===== config.mk =====
export PLATFORM = sky130hd
export DESIGN_NAME = srambank_initiator
export DESIGN_NICKNAME = d
export VERILOG_FILES = /design/src/rtl/srambank_initiator.sv
export SDC_FILE = /design/constraint.sdc
export NUM_CORES = 1
export LEC_CHECK = 0
export CAP_MARGIN = 20
export CORE_AREA = 2 2 189 191
export CTS_CLUSTER_SIZE = 25
export DETAILED_ROUTE_END_ITERATION = 7
export DIE_AREA = 0 0 191 193
export PLACE_DENSITY = 0.52
export SETUP_SLACK_MARGIN = 0.3
export SYNTH_ARGS = -nofsm -noshare
export SYNTH_HDL_FRONTEND = slang
export SYNTH_SLANG_ARGS = --single-unit

===== constraint.sdc =====
create_clock -name clk -period 5.75 [get_ports clk]
set_input_delay 0.575 -clock clk [delete_from_list [all_inputs] [get_ports clk]]
set_output_delay 0.575 -clock clk [all_outputs]
set_load 0.02 [all_outputs]

===== src/rtl/srambank_initiator.sv =====
// rtl/srambank_initiator.sv - request-side controller for a group of synchronous SRAM banks
module srambank_initiator #(
   parameter int NBANKS     = 4,
   parameter int BANK_AW    = 9,
   parameter int DW         = 64,
   parameter int INIT_CLEAR = 1,
   localparam int AW        = BANK_AW + $clog2(NBANKS)
) (
   input  logic                 clk,
   input  logic                 reset,
   input  logic                 req_valid,
   output logic                 req_ready,
   input  logic                 req_write,
   input  logic [AW-1:0]        req_addr,
   input  logic [DW-1:0]        req_wdata,
   output logic                 rsp_valid,
   input  logic                 rsp_ready,
   output logic [DW-1:0]        rsp_data,
   output logic                 init_done,
   output logic [BANK_AW-1:0]   ADDRESS,
   output logic [DW-1:0]        wd,
   output logic [NBANKS-1:0]    banksel,
   output logic                 read,
   output logic                 write,
   input  logic [NBANKS*DW-1:0] bank_dataout
);

   localparam int BW = $clog2(NBANKS);

   typedef enum logic {S_INIT, S_RUN} state_t;

   state_t            state, state_nx;
   logic [AW-1:0]     cnt;
   logic              rd_pending;
   logic [BW-1:0]     rd_bank;
   logic [BW-1:0]     req_bank;
   logic [DW-1:0]     fifo_mem [2];
   logic              wptr, rptr;
   logic [1:0]        count;
   logic [1:0]        occ;
   logic              push, pop, rd_ok, accept;
   logic [DW-1:0]     rd_word;

   assign req_bank  = req_addr[AW-1:BANK_AW];
   assign rsp_valid = (count != 2'd0);
   assign rsp_data  = fifo_mem[rptr];
   assign pop       = rsp_valid & rsp_ready;
   assign push      = rd_pending;
   assign init_done = (state == S_RUN);

   // Response credit: a slot is reserved for every read already in the bank pipe.
   assign occ   = count + {1'b0, rd_pending};
   assign rd_ok = (occ < 2'd2) | ((occ == 2'd2) & pop);

   // Select the data word of the bank that served the read one cycle ago.
   always_comb begin
      rd_word = '0;
      for (int b = 0; b < NBANKS; b++) begin
         if (rd_bank == BW'(b)) rd_word = bank_dataout[b*DW +: DW];
      end
   end

   // Next state and bank-side strobes; everything is forced idle while reset is held.
   always_comb begin
      state_nx  = state;
      req_ready = 1'b0;
      accept    = 1'b0;
      banksel   = '0;
      ADDRESS   = '0;
      wd        = '0;
      read      = 1'b0;
      write     = 1'b0;
      if (!reset) begin
         case (state)
            S_INIT: begin
               write   = 1'b1;
               banksel = NBANKS'(1) << cnt[AW-1:BANK_AW];
               ADDRESS = cnt[BANK_AW-1:0];
               if (&cnt) state_nx = S_RUN;
            end
            S_RUN: begin
               req_ready = req_write | rd_ok;
               accept    = req_valid & req_ready;
               if (accept) begin
                  banksel = NBANKS'(1) << req_bank;
                  ADDRESS = req_addr[BANK_AW-1:0];
                  wd      = req_wdata;
                  write   = req_write;
                  read    = ~req_write;
               end
            end
            default: state_nx = S_INIT;
         endcase
      end
   end

   // State, clear-sweep counter and in-flight read tracking.
   always_ff @(posedge clk or posedge reset) begin
      if (reset) begin
         state      <= (INIT_CLEAR != 0) ? S_INIT : S_RUN;
         cnt        <= '0;
         rd_pending <= 1'b0;
         rd_bank    <= '0;
      end else begin
         state      <= state_nx;
         if (state == S_INIT) cnt <= cnt + 1'b1;
         rd_pending <= accept & ~req_write;
         if (accept & ~req_write) rd_bank <= req_bank;
      end
   end

   // Response FIFO pointers and occupancy.
   always_ff @(posedge clk or posedge reset) begin
      if (reset) begin
         wptr  <= 1'b0;
         rptr  <= 1'b0;
         count <= 2'd0;
      end else begin
         if (push) wptr <= ~wptr;
         if (pop)  rptr <= ~rptr;
         count <= count + 2'(push) - 2'(pop);
      end
   end

   // Response FIFO storage; contents are meaningless while count is zero.
   always_ff @(posedge clk) begin
      if (push) fifo_mem[wptr] <= rd_word;
   end

endmodule

==> results.toml <==
[timing]
drv_slew = 0
fin_crit_ns = 3.85
rsz0062_at_grt = "no"
finalHoldViolations = 0
relSlewSlack_pct = 34.8
fmax_mhz = 260
setup_tns_ns = 0
worst_slew_pin_slew_ns = 0.978
skew_ns = 0.0129
setup_violations = 0
min_period_over_period_pct = 66.9

[worst_setup_path]
slowest_stage = "or4b_1"
startpoint = "req_write"
cp_cell_sequence = "clkdlybuf4s50_1 > or4b_1 > o311ai_4 > buf_4 > o32ai_1 > clkdlybuf4s50_1"
worst_path_largest_cell_delay_ns = 0.63
critPathKind = "input pin to primary output"
cp_common_cell = "clkdlybuf4s50_1"
cp-start-kind = "input pin"
worstPathMaxFanout = 76
crit_family = "buffers and inverters"
arrival_ns = 3.27
rr_startpoint = "rd_bank[0]"
crit_path_end_kind = "primary output"
worst-path-buf-inv = 3
required_ns = 5.18

[cts]
cts_sinks = 147
clk_latency_ns = 0.43
hold_buffers = 0
cts_resized = 0
clock_path_buffers = 2
cts_setup_buffers = 0
cts_tree = "yes"
root_buffer = "clkbuf_16"
htreeDepth = 4
path_clk_slew_ns = 0.07
cts_buffers = 17

[drt]
vias = 6298
drt_iter0_markers = 228
drt_first_pass_iters = 4
post-route-drc-count = 0
totalWireLength_um = 28400
antenna_left = 0
wire_per_inst_um = 20.1
via_per_inst = 4.45

[job]
drv_cap = 0

[cells_and_area]
nets = 1280
antenna_cells = 0
seq_area_um2 = 4330
multi_input_area_um2 = 3250
layout-drive-gt1-share_pct = 18.9
fillers = 3384
utilization_pct = 39.1
stdcell_count = 1415
syn_to_final_growth_pct = 74.9

[floorplanning]
num_io_pins = 482
die-area_um2 = 36900
core_area_um2 = 35000
die_x_um = 191
fp.dieH_um = 193
initial_core_util_pct = 22.3
rows = 69

[logic_synthesis]
synth.most_common_cell = "edfxtp_1"
ys_async_sr_fraction_pct = 12.9
synth_edf_count = 128
syn_area_per_cell_um2 = 16.4
ys_seq_elements = 147
synth_flop_cell = "edfxtp_1"
yosys-top-cells-area = "edfxtp_1, mux4_2, mux2_2, nor3b_1, dfrtp_1"
synth.lib_cells_used.distinct = 37
yosysWarnings = 0
synth_fp_nets = 815
netlist.area_leader.share_pct = 49.2
synth_seq_area_share_pct = 55.3
syn_area_um2 = 7810
synthTopCellsByCount = "edfxtp_1, mux2_2, mux4_2, nor3b_1, dfrtp_1"
synthCells = 476
yosysTopAreaCell = "edfxtp_1"

[min_path]
hold_path.class = "input pin to asynchronous set/reset pin"

[global_route]
grt_antenna_before_repair = 1
track_usage_pct = 14.9
grt_pass1_wl_um = 40100
grt_remaining_overflow = 0
grt_pass1_vias = 6674
grt_max_degree = 79

[placement]
gp_congestion = 0.752
dp_cells = 1383
hpwlAfterDp_um = 21900
port_buffers = 481

[power]
power.density_nw_per_um2 = 351
p_total_uw = 4800
leakage_uw = 0.00452
ir_drop_uv = 209

[run_status]
status = "finished clean"
## per-stage QoR
stage / setup slack (ns) / cell area, µm² / hold slack [ns]
after floorplan: 2.01 / 7810 / 0.455
final: 1.90 / 13700 / 0.199
after global routing: 1.74 / 13700 / 0.214
after CTS: 1.90 / 13700 / 0.195
after global placement: 1.95 / 13100 / 0.499
after detailed placement: 1.91 / 13100 / 0.498
## cells in the final DEF, fill, tap and decap left out, types with 2 or more instances in the layout
cell type	count
clkdlybuf4s50_1	480
edfxtp_1	128
mux2_2	67
nor3b_1	64
mux4_2	64
clkbuf_16	19
dfrtp_1	16
inv_1	15
nand2_1	15
xnor2_1	10
o32ai_1	8
buf_4	6
nor2_1	5
inv_8	4
inv_6	4
nor3_1	3
o41ai_1	3
xor2_1	3
ha_1	3
clkinv_4	3
nor2b_1	2
nand3b_1	2
nand4_1	2
and2_1	2
nand3_1	2
o21ai_0	2
o221a_2	2
dfrtp_4	2
## report_power, final
group          switching [µW]  internal [µW]  total (µW)
clock network             481            625        1110
logic                     927           1160        2090
registers                 192           1420        1610
total                    1600           3200        4800
## per-layer routing
metal,track usage (%),vias to the layer above,share of wire (%)
li1,-,2859,-
met5,0,-,0.046
met4,3.22,2,0.81
met2,28.5,294,54
met3,5.09,15,8.8
met1,15.7,3128,36
## flip-flops by register name, indices dropped and copies added (netlist names)
register   count
cnt           11
count          2
fifo_mem     128
init_done      1
push           1
rd_bank        2
rptr           1
wptr           1
## cell families after synthesis
family | after synthesis | share of synthesized area [%]
AO/OA/AOI/OAI | 19 | 2.11
XOR/XNOR | 14 | 1.67
adder cells (fa/ha/maj) | 3 | 0.480
buffers and inverters | 56 | 3.41
flip-flops | 147 | 55.3
multiplexers | 131 | 28.1
AND/OR/NAND/NOR | 106 | 8.95
## worst paths after layout
check                                  endpoint  slack, ns  cells past startpoint
worst max-delay path                 ADDRESS[2]       1.90                      6
worst min-delay path                       push       0.20                      2
worst max register to register  fifo_mem[1][24]       3.20                      2
worst min register to register           cnt[6]       0.53                      1
max in group asynchronous                cnt[1]       4.90                      3
min in group clk                         cnt[6]       0.53                      1
## area by class of cell
type                    instances  area share (%)
repair buffers                487            35.5
clock buffers                  19            3.48
clock inverters                13           0.934
multi-input cells             273            23.8
well taps                     461            4.22
inverters                      15           0.412
flip-flops and latches        147            31.7
Power figures use the tool's default switching activity.
